File: src/rtl/fetch_queue_if.sv
// Instruction-bus and decode-side bundle for the fetch front end.
// The fetch unit drives the request and the decode register; the bus returns responses.
interface fetch_queue_if;
   typedef struct packed {
      logic        valid;
      logic [63:0] addr;
   } ibus_req_t;

   typedef struct packed {
      logic        data_ok;
      logic [31:0] data;
   } ibus_resp_t;

   typedef struct packed {
      logic        valid;
      logic [63:0] pc;
      logic [31:0] raw_instr;
   } fetch_data_t;

   ibus_req_t   ireq;
   ibus_resp_t  iresp;
   fetch_data_t dataF;

   modport master (output ireq, output dataF, input iresp);
   modport slave  (input ireq, input dataF, output iresp);
endinterface

File: src/rtl/fetch_queue.sv
// Instruction-fetch front end: a DEPTH-entry prefetch FIFO between the ibus and decode,
// squashing the response of a request that a branch overtook while it was in flight.
module fetch_queue #(
   parameter logic [63:0] RESET_PC = 64'h8000_0000,
   parameter int unsigned DEPTH    = 4
) (
   input  logic          clk,
   input  logic          reset,
   input  logic          branch,
   input  logic [63:0]   jump,
   input  logic          stall,
   fetch_queue_if.master bus
);
   localparam int unsigned      PTR_W = $clog2(DEPTH);
   localparam int unsigned      CNT_W = PTR_W + 1;
   localparam logic [CNT_W-1:0] FULL  = CNT_W'(DEPTH);

   logic [63:0]      fifo_pc_q    [DEPTH];
   logic [31:0]      fifo_instr_q [DEPTH];
   logic [63:0]      fetch_pc_q, fetch_pc_d;
   logic [63:0]      redirect_pc_q, redirect_pc_d;
   logic [PTR_W-1:0] rd_ptr_q, rd_ptr_d, wr_ptr_q, wr_ptr_d;
   logic [CNT_W-1:0] count_q, count_d;
   logic             drop_q, drop_d;
   logic             dataf_valid_q, dataf_valid_d;
   logic [63:0]      dataf_pc_q, dataf_pc_d;
   logic [31:0]      dataf_instr_q, dataf_instr_d;
   logic             ireq_valid, data_ok, fire, push, pop;

   assign data_ok   = bus.iresp.data_ok;
   assign bus.ireq  = {ireq_valid, fetch_pc_q};
   assign bus.dataF = {dataf_valid_q, dataf_pc_q, dataf_instr_q};

   always_comb begin
      // A squashed request must still be held until its data_ok, even with a full FIFO
      ireq_valid    = !reset && (drop_q || (count_q < FULL));
      fire          = ireq_valid && data_ok;
      push          = fire && !drop_q && !branch;
      pop           = !branch && !stall && (count_q != '0);

      fetch_pc_d    = fetch_pc_q;
      redirect_pc_d = redirect_pc_q;
      drop_d        = drop_q;
      rd_ptr_d      = rd_ptr_q;
      wr_ptr_d      = wr_ptr_q;
      count_d       = count_q;

      if (branch) begin
         rd_ptr_d = '0;
         wr_ptr_d = '0;
         count_d  = '0;
         if (ireq_valid && !data_ok) begin
            drop_d        = 1'b1;
            redirect_pc_d = jump;
         end else begin
            fetch_pc_d = jump;
            drop_d     = 1'b0;
         end
      end else begin
         rd_ptr_d = rd_ptr_q + PTR_W'(pop);
         wr_ptr_d = wr_ptr_q + PTR_W'(push);
         count_d  = count_q + CNT_W'(push) - CNT_W'(pop);
         if (fire && drop_q) begin
            fetch_pc_d = redirect_pc_q;
            drop_d     = 1'b0;
         end else if (push) begin
            fetch_pc_d = fetch_pc_q + 64'd4;
         end
      end

      dataf_valid_d = dataf_valid_q;
      dataf_pc_d    = dataf_pc_q;
      dataf_instr_d = dataf_instr_q;
      if (branch) begin
         dataf_valid_d = 1'b0;
      end else if (!stall) begin
         dataf_valid_d = pop;
         if (pop) begin
            dataf_pc_d    = fifo_pc_q[rd_ptr_q];
            dataf_instr_d = fifo_instr_q[rd_ptr_q];
         end
      end
   end

   always_ff @(posedge clk) begin
      if (reset) begin
         fetch_pc_q    <= RESET_PC;
         rd_ptr_q      <= '0;
         wr_ptr_q      <= '0;
         count_q       <= '0;
         drop_q        <= 1'b0;
         dataf_valid_q <= 1'b0;
      end else begin
         fetch_pc_q    <= fetch_pc_d;
         rd_ptr_q      <= rd_ptr_d;
         wr_ptr_q      <= wr_ptr_d;
         count_q       <= count_d;
         drop_q        <= drop_d;
         dataf_valid_q <= dataf_valid_d;
      end
   end

   // Payload registers carry no reset; their valid qualifiers above do
   always_ff @(posedge clk) begin
      redirect_pc_q <= redirect_pc_d;
      dataf_pc_q    <= dataf_pc_d;
      dataf_instr_q <= dataf_instr_d;
      if (push) begin
         fifo_pc_q[wr_ptr_q]    <= fetch_pc_q;
         fifo_instr_q[wr_ptr_q] <= bus.iresp.data;
      end
   end
endmodule

File: src/flat_wrapper.sv
// flat-port wrapper written by rule: the top's interface ports become plain ports
module fetch_queue_flat 
#(
   parameter logic [63:0] RESET_PC = 64'h8000_0000,
   parameter int unsigned DEPTH    = 4
)
  (clk, reset, branch, jump, stall, bus_ireq, bus_dataF, bus_iresp);
  fetch_queue_if bus_i ();
  input  logic clk;
  input  logic reset;
  input  logic branch;
  input  logic [63:0] jump;
  input  logic stall;
  output wire logic [$bits(bus_i.ireq)-1:0] bus_ireq;
  output wire logic [$bits(bus_i.dataF)-1:0] bus_dataF;
  input wire logic [$bits(bus_i.iresp)-1:0] bus_iresp;
  assign bus_ireq = bus_i.ireq;
  assign bus_dataF = bus_i.dataF;
  assign bus_i.iresp = bus_iresp;
  fetch_queue #(.RESET_PC(RESET_PC), .DEPTH(DEPTH)) u_core (.clk(clk), .reset(reset), .branch(branch), .jump(jump), .stall(stall), .bus(bus_i));
endmodule
File: config.mk
export PLATFORM = sky130hd
export DESIGN_NAME = fetch_queue_flat
export DESIGN_NICKNAME = d
export VERILOG_FILES = /design/src/rtl/fetch_queue_if.sv /design/src/rtl/fetch_queue.sv /design/src/flat_wrapper.sv
export SDC_FILE = /design/constraint.sdc
export NUM_CORES = 1
export LEC_CHECK = 0
export BUFFER_PORTS_ARGS = -buffer_cell sky130_fd_sc_hd__clkbuf_2
export CORE_MARGIN = 2
export CORE_UTILIZATION = 50
export DETAILED_ROUTE_END_ITERATION = 10
export HOLD_SLACK_MARGIN = 0.12
export PLACE_DENSITY = 0.74
export SKIP_LAST_GASP = 1
export SLEW_MARGIN = 20
export SYNTH_ARGS = -nofsm -noshare
export SYNTH_HDL_FRONTEND = slang
export SYNTH_SLANG_ARGS = --single-unit
File: constraint.sdc
create_clock -name clk -period 16.5 [get_ports clk]
set_input_delay 0.825 -clock clk [delete_from_list [all_inputs] [get_ports clk]]
set_output_delay 0.825 -clock clk [all_outputs]
set_load 0.01 [all_outputs]
==> results.md, run 1 <==
* Status: completed
* # rows at 80
* EDFF count, synth at 544
* Largest family of logic cells by synthesized area: multiplexers
* Vias in the first global route at 14300
* Routability cong. at 0.879
* Layout cell share with drive strength beyond 1 at 0.280
* Nets at 1815
* Synthesized flop and latch total at 617
* Area of the multi-input gates at 0.00596 sq mm
* Worst setup EP type: flip-flop
* Drt via density at 6.09
* Total of max-cap violations at 0
* Reg area at 0.0178 sq mm
* Setup slack at placement at 12.37 ns
* Clock Skew at 0.0218 ns
* Peak Freq at 282 MHz
* Die Ht at 224 um
* Distinct cells, synth at 70
* Hold Slack at 0.404 ns
* # H-tree levels at 2
* FFs w/ async S/R, synth at 0
* Final Hold Fails at 0
* Pwr dens at 114 mW/mm^2
* Hold endpoint: u_core.redirect_pc_q[38]
* # fillers at 3611
* Core Footprint at 0.0476 sq mm
* IO Pins at 263
* Worst setup margin at 12.95 ns
* Final slew viol count at 0
* Final period utilization at 0.215
* Final min period at 3.55 ns
* Total GRT Usage at 0.230
* Pre-antenna DRT Iters at 5
* CP Launch Type: input pin
* Largest net degree at the start of global routing at 91
* Reg2reg end: u_core.fetch_pc_q[55]
* Global-route wire length before repair at 86600 um
* Hold Crit Depth at 1
* RR Startpoint: u_core.fetch_pc_q[2]
* Syn Area/Cell at 16.7 sq um
* Initial antenna violation count at 12
* Worst-path clk slew at 0.06 ns
* PortBufs at 262
* Post-route setup TNS at 0 ns
* WP data required at 17.00 ns
* Post-CTS sizing at 0
* TritonCTS Sinks at 617
* Layout area overhead at 15.7%
* Worst slew margin at 0.308
* Worst slew pin tran at 1.03 ns
* Die Wd at 224 um
* Hold crit path type: in -> reg
* Worst EP arrival at 4.04 ns
* Synth Area in Simple Gates at 0.0803
* Lkg Pwr at 9.35 nW
* Ys Warns at 0
* Routed Antenna Nets at 0
* 1st-iter DRT viols at 1598
* Commonest non-fill, non-tap cell in the layout: edfxtp_1
* HPWL after detailed placement at 34900 um
* Total power at 3.17 mW
* Final WL at 57700 um
* Max VDD drop at 0.0000796 V
* Seq/Total Area, Yosys at 0.738
* Main synth FF type: edfxtp_1
* Via Count at 14500
* Syn_nets at 1551
* RSZ-0062 raised after global routing: no
* WL/cell at 24.3 um
* Hold_sp: jump[38]
* Most frequent cells in the layout: 544 x edfxtp_1, 261 x clkbuf_2, 110 x nand2_1
* CP Class: in -> reg
* Compound-cell area share of the yosys netlist at 0.0619
* Reg2Reg Setup Slack at 13.09 ns
* Multiplexer area fraction after synthesis at 0.0926
* Cell area after synthesis at 0.0241 sq mm
* Number of CTS-inserted buffers at 59
* Initial core utilization at 0.506
* Adder-Cell Fraction of Synth Area at 0.00342
* Grt total ovfl at 0
* CP Max Fanout at 90
* CTS Root Cell: clkbuf_16
* Die ar. at 0.0500 sq mm
* Drc violations at 0
* Max Root-Sink Buffers at 3
* Post-synthesis xor/xnor area fraction at 0.00653
* Setup Buffers After CTS at 0
* R2R depth at 6
* Post-synthesis cell count at 1444
* CTS tree: done
* Clock latency on the worst-skew pair at 0.61 ns
* Hold_buf cts at 0
* Final setup viols at 0
[cell usage after synthesis (20+ instances only)]
cell        n  area, sq um
nand3_1    36          180
nand2_1   110          413
a21oi_1    44          220
mux4_2     96         2160
a211oi_1   21          158
nor3_1     41          205
dfxtp_1    73         1460
nand4_1    20          125
clkbuf_1   60          225
o21ai_0    68          340
edfxtp_1  544        16300
nor2_1     58          218
[worst max path at each step]
stage                 from                 endpoint  slack [ns]  cells past startpoint
global placement     reset  u_core.fifo_pc_q[1][51]       12.45                      9
global route        branch    u_core.fetch_pc_q[30]       12.75                      8
finish              branch    u_core.fetch_pc_q[27]       12.95                      8
detailed placement   reset  u_core.fifo_pc_q[1][51]       12.37                      9
CTS                  reset  u_core.fifo_pc_q[1][63]       13.03                      9
floorplan           branch        u_core.count_q[2]        6.58                     11
[sequential cells by signal (all words and copies together), names as in the netlist]
name                  flops
u_core.count_q            3
u_core.wr_ptr_q           2
u_core.rd_ptr_q           2
u_core.dataf_valid_q      1
u_core.fetch_pc_q        64
u_core.drop_q             1
u_core.fifo_pc_q        256
u_core.redirect_pc_q     64
u_core.fifo_instr_q     128
u_core.dataf_pc_q        64
u_core.dataf_instr_q     32
[worst max-delay path, stage by stage]
cell and delay, ns:
buf_4 0.35, buf_4 0.77, inv_1 0.60, buf_4 0.44, nand2_1 0.54, nor2_1 0.09
a21o_1 0.20, a32o_1 0.20
[per-layer routing]
metal,global-route usage,wire (um)
met5,0,67
met2,0.352,27100
met3,0.0582,4610
met1,0.324,24200
met4,0.0789,1690
[kinds of logic after synthesis]
logic type / after synthesis
flops: 617
simple gates: 369
compound gates: 229
mux: 103
buf+inv: 102
xor+xnor: 18
fa+ha+maj: 6
[report_power, final]
| part | internal [mW] | total [mW] | leakage, nW | switching (mW) |
|---|---|---|---|---|
| Combinational | 0.0526 | 0.138 | 2.85 | 0.0852 |
| Sequential | 1.73 | 1.77 | 5.62 | 0.0437 |
| Clock | 0.708 | 1.26 | 0.876 | 0.552 |
[final cells by class]
cell class                 count  area share
clock inverter                17     0.00300
antenna                        6    0.000538
tap                          615      0.0276
sequential                   617       0.638
clock buffer                  91      0.0612
inverter                      19     0.00256
timing repair buffer         286      0.0537
multi-input combinational    725       0.213
[per-stage QoR]
| stage | instance area, sq um | cells | util |
|---|---|---|---|
| final | 27900 | 2376 | 0.586 |
| after global routing | 27900 | 2376 | 0.586 |
| after CTS | 27900 | 2370 | 0.585 |
| after detailed placement | 26100 | 2262 | 0.548 |
| after global placement | 26100 | 2262 | 0.548 |
| after floorplan | 24100 | 1444 | - |
Note: power is estimated with default switching activity, not from simulation.
==> inputs of run 2 (changes only) <==
Settings changed: ABC_AREA from default to 1.
Clock period 16.5 ns to 3.51 ns, I/O delays scaled along.
==> results.md, run 2 <==
* Setup slack at placement at 1.02 ns
* Fin area at 0.0302 sq mm
* Total power at 15.8 mW
* Top cells by area, synth: edfxtp_1 65%, dfxtp_1 5.8%, o21ai_0 5.8%
* NetSw at 3.58 mW
* WP data required at 3.78 ns
* EDFF count, synth at 544
* Pwr dens at 524 mW/mm^2
* Routability cong. at 0.970
* # rows at 81
* HPWL after detailed placement at 42200 um
* Drc violations at 0
* Dominant cell type by area after synthesis: edfxtp_1
* Initial antenna violation count at 0
* Worst slew margin at 0.243
* Peak Freq at 408 MHz
* CP Launch Type: flip-flop
* Die Wd at 228 um
* Hold Crit Depth at 3
* Ys Warns at 0
* Post-synthesis cell count at 2146
* Worst slew pin tran at 1.14 ns
* Via Count at 18100
* Vias in the first global route at 17400
* Final slew viol count at 0
* Family with the most delay on the worst path: simple AND/OR/NAND/NOR gates
* Status: completed
* Largest net degree at the start of global routing at 149
* Final setup viols at 0
* Top-area cell type share of the netlist area at 0.653
* Global-route wire length before repair at 102000 um
* CP Class: reg -> reg
* Most frequent cells in the layout: 544 x edfxtp_1, 357 x nor2_1, 290 x o21ai_0
* Total of max-cap violations at 0
* Final min period at 2.45 ns
* Max Root-Sink Buffers at 3
* Worst EP arrival at 2.72 ns
* IO Pins at 263
* Sequential share of power at 0.532
* 1st-iter DRT viols at 1877
* FFs w/ async S/R, synth at 0
* WL/cell at 21.3 um
* # fillers at 3800
* Placed cell areas at 0.0271 sq mm
* Syn_nets at 2253
* Drt via density at 5.64
* Synth cell count leaders: 544 x edfxtp_1, 357 x nor2_1, 290 x o21ai_0
* Grt total ovfl at 0
* CP Max Fanout at 21
* Die ar. at 0.0518 sq mm
* Area of the multi-input gates at 0.00642 sq mm
* P_int at 12.2 mW
* Seq/Total Area, Yosys at 0.712
* Initial core utilization at 0.509
* Worst setup margin at 1.06 ns
* CTS Root Cell: clkbuf_16
* Pre-antenna DRT Iters at 5
* Distinct cells, synth at 38
* Clk pwr share at 0.417
* Max reg flops at 256
* Most frequent CP cell: nor3_4
* CP Cell Sequence: inv_4 -> a21oi_4 -> nand2_2 -> nor3_4 -> inv_2 -> nor3_4 -> buf_4
* Clock Skew at 0.0249 ns
* Number of CTS-inserted buffers at 66
* Lkg Pwr at 11.0 nW
* Syn Area/Cell at 11.7 sq um
* Commonest non-fill, non-tap cell in the layout: edfxtp_1
* Biggest register: u_core.fifo_pc_q
* Net Sw Frac at 0.227
* Slowest cell delay on critical path at 0.54 ns
* Hold crit path type: in -> reg
* Worst-path clk slew at 0.06 ns
* Layout cell share with drive strength beyond 1 at 0.181
* Layout area overhead at 20.6%
* Crit path depth at 7
* Reg area at 0.0178 sq mm
* Die Ht at 228 um
* R2R depth at 7
* CTS tree: done
* Synthesized flop and latch total at 617
* Slowest-stage cell, CP: nor3_4
* Nets at 2608
* Final Hold Fails at 0
* Cell area after synthesis at 0.0250 sq mm
* Final period utilization at 0.698
* Main synth FF type: edfxtp_1
* TritonCTS Sinks at 617
* Most common cell in the netlist: edfxtp_1
* Hold Slack at 0.194 ns
* Setup Buffers After CTS at 0
* Total GRT Usage at 0.265
* Worst setup EP type: flip-flop
* Biggest regs: u_core.fifo_pc_q: 256 flops, u_core.fifo_instr_q: 128 flops
* Final WL at 68600 um
* Routed Antenna Nets at 0
* Bufs and invs on worst path at 3
* PortBufs at 262
* RSZ-0062 raised after global routing: no
* # H-tree levels at 3
* Clock latency on the worst-skew pair at 0.61 ns
* Max VDD drop at 0.000343 V
* Gate power share at 0.051
* Core Footprint at 0.0492 sq mm
-- run 2: final cells by class --
cell class,instances,share of cell area
timing repair buffer,397,0.0898
antenna,2,0.000166
clock buffer,86,0.0590
inverter,92,0.0117
sequential,617,0.591
clock inverter,30,0.00822
multi-input combinational,1327,0.213
tap,664,0.0276
-- run 2: logic make-up after synthesis --
| family | after synthesis | share of synthesized area |
|---|---|---|
| flops | 617 | 0.712 |
| fa+ha+maj | 6 | 0.00330 |
| buf+inv | 202 | 0.0350 |
| xor+xnor | 24 | 0.00841 |
| compound gates | 501 | 0.108 |
| simple gates | 796 | 0.134 |
-- run 2: what timing repair did --
action | CTS | global route
hold endpoints to repair | 257 | 0
resized for setup | 0 | 0
hold buffers | 98 | 0
-- run 2: power by group through the flow --
stage	combinational (mW)	clock (mW)	sequential, mW
final	0.807	6.58	8.40
after global routing	0.883	6.95	8.42
after CTS	0.798	6.66	8.40
after detailed placement	0.705	0	8.55
after global placement	0.689	0	8.54
after floorplan	0.372	0	8.47
-- run 2: worst register-to-register path, stage by stage, from the launching register on --
cell	delay [ns]
dfxtp_4	0.39
inv_4	0.05
a21oi_4	0.21
nand2_2	0.11
nor3_4	0.24
inv_2	0.16
nor3_4	0.54
buf_4	0.42
-- run 2: layer usage --
| layer | routed length [um] | track usage | up-vias |
|---|---|---|---|
| met5 | 0 | 0 | - |
| met4 | 2050 | 0.0886 | 0 |
| met3 | 5840 | 0.0573 | 133 |
| met2 | 33100 | 0.435 | 883 |
| met1 | 27600 | 0.353 | 8785 |
| li1 | - | - | 8344 |
-- run 2: per-stage QoR --
step                       util  TNS, ns  instances
final                     0.613        0       3215
after global routing      0.613        0       3213
after CTS                 0.613        0       3213
after detailed placement  0.552        0       2999
after global placement    0.552        0       2999
after floorplan               -   -81.88       2146
-- run 2: final timing paths --
kind                        startpoint                      to  slack (ns)
setup / recovery         u_core.drop_q  u_core.fifo_pc_q[0][1]        1.06
hold / removal                  branch    u_core.fetch_pc_q[1]        0.19
setup reg to reg         u_core.drop_q  u_core.fifo_pc_q[0][1]        1.06
hold reg to reg   u_core.dataf_valid_q    u_core.dataf_valid_q        0.48
==> inputs of run 3 (changes only) <==
Settings changed: PLACE_DENSITY 0.74 to 0.76.
Clock period 3.51 ns to 2.15 ns, I/O delays scaled along.
==> results.md, run 3 (synthesis results as in run 2) <==
* Via Count at 18800
* Biggest regs: u_core.fifo_pc_q: 256 flops, u_core.fifo_instr_q: 128 flops
* Peak Freq at 468 MHz
* Grt total ovfl at 0
* Die ar. at 0.0518 sq mm
* Area of the multi-input gates at 0.00642 sq mm
* Layout cell share with drive strength beyond 1 at 0.221
* Global-route wire length before repair at 105000 um
* Largest net degree at the start of global routing at 114
* NetSw at 5.88 mW
* Metal-1 WL at 27900 um
* Post-route setup TNS at 0 ns
* WL/cell at 21.1 um
* Max Root-Sink Buffers at 3
* Top Metal Used: met4
* Routability cong. at 0.987
* Total GRT Usage at 0.270
* Worst EP arrival at 2.47 ns
* Worst slew margin at 0.364
* 1st-iter DRT viols at 2305
* Pre-antenna DRT Iters at 6
* Drt via density at 5.65
* Total of max-cap violations at 0
* Lkg Pwr at 11.8 nW
* WP data required at 2.49 ns
* P_int at 20.9 mW
* Final setup viols at 0
* Drc violations at 0
* Total power at 26.8 mW
* Worst setup margin at 0.0154 ns
* HPWL after detailed placement at 46600 um
* # fillers at 3603
* Commonest non-fill, non-tap cell in the layout: edfxtp_1
* Die Wd at 228 um
* Metal3 WL at 6200 um
* CP Max Fanout at 8
* Clock Skew at 0.0114 ns
* Initial antenna violation count at 0
* CP Launch Type: flip-flop
* # H-tree levels at 2
* Worst slew pin tran at 0.954 ns
* Hold crit path type: in -> reg
* Final WL at 70500 um
* Biggest register: u_core.fifo_pc_q
* Vias in the first global route at 18400
* Number of CTS-inserted buffers at 58
* Core Footprint at 0.0492 sq mm
* Max reg flops at 256
* Die Ht at 228 um
* Gate power share at 0.065
* DR WL met2 at 34000 um
* Final Hold Fails at 0
* Clk pwr share at 0.431
* Clock latency on the worst-skew pair at 0.62 ns
* Reg area at 0.0178 sq mm
* Final min period at 2.13 ns
* # diodes at 0
* CTS Root Cell: clkbuf_16
* CTS tree: done
* Worst setup EP type: flip-flop
* Sequential share of power at 0.504
* CP Class: reg -> reg
* Max VDD drop at 0.000727 V
* TritonCTS Sinks at 617
* Most frequent cells in the layout: 544 x edfxtp_1, 357 x nor2_1, 290 x o21ai_0
* Nets at 2727
* Worst-path clk slew at 0.07 ns
* Routed Antenna Nets at 0
* Final slew viol count at 0
* IO Pins at 263
* Net Sw Frac at 0.219
* # rows at 81
* Layout area overhead at 26.2%
* Pwr dens at 850 mW/mm^2
* Initial core utilization at 0.509
* PortBufs at 262
* Status: completed
* Hold Slack at 0.212 ns
* Final period utilization at 0.993
* Setup slack at placement at 0.0319 ns
## run 3: worst paths after layout
path / start / to / slack (ns) / cells past startpoint
min reg2reg: u_core.dataf_valid_q / u_core.dataf_valid_q / 0.53 / 2
max: u_core.drop_q / u_core.fifo_pc_q[2][46] / 0.02 / 9
min: jump[63] / u_core.redirect_pc_q[63] / 0.21 / 2
max reg2reg: u_core.drop_q / u_core.fifo_pc_q[2][46] / 0.02 / 9
## run 3: layer usage
layer | vias to the layer above | track usage
met4 | 0 | 0.102
met2 | 1002 | 0.447
met5 | - | 0
met3 | 145 | 0.0387
li1 | 8584 | -
met1 | 9097 | 0.364
## run 3: what timing repair did
| item | in CTS | in global routing |
|---|---|---|
| hold buffers | 100 | 0 |
| setup buffers | 0 | 13 |
| resized for setup | 0 | 4 |
| endpoints found under the hold margin | 261 | 0 |
| endpoints found under the setup margin | 0 | 127 |
## run 3: layout make-up
| class | count | share of cell area |
|---|---|---|
| well taps | 664 | 0.0263 |
| multi-input cells | 1327 | 0.203 |
| clock inverters | 49 | 0.0225 |
| flip-flops and latches | 617 | 0.565 |
| repair buffers | 524 | 0.125 |
| clock buffers | 61 | 0.0470 |
| inverters | 92 | 0.0113 |
## run 3: metrics by stage
step                      std cells  cell area [sq um]  utilization
after floorplan                2146              25100            -
after global placement         3108              28200        0.573
after detailed placement       3108              28200        0.573
after CTS                      3318              31400        0.638
after global routing           3334              31600        0.642
final                          3334              31600        0.642
## run 3: critical path, cell delays in order (launching register included)
cell and delay (ns):
dfxtp_4 0.37, inv_4 0.04, a21oi_4 0.16, nand2_2 0.10
nor3_4 0.31, inv_4 0.11, nor3_4 0.25, buf_6 0.14
buf_12 0.16, clkbuf_16 0.18
## run 3: power by group through the flow
stage	Combinational, mW	Clock [mW]	Sequential (mW)
floorplan	0.608	0	13.8
global placement	1.51	0	13.8
detailed placement	1.54	0	13.8
CTS	1.70	11.7	13.5
global route	1.88	12.1	13.5
finish	1.74	11.6	13.5
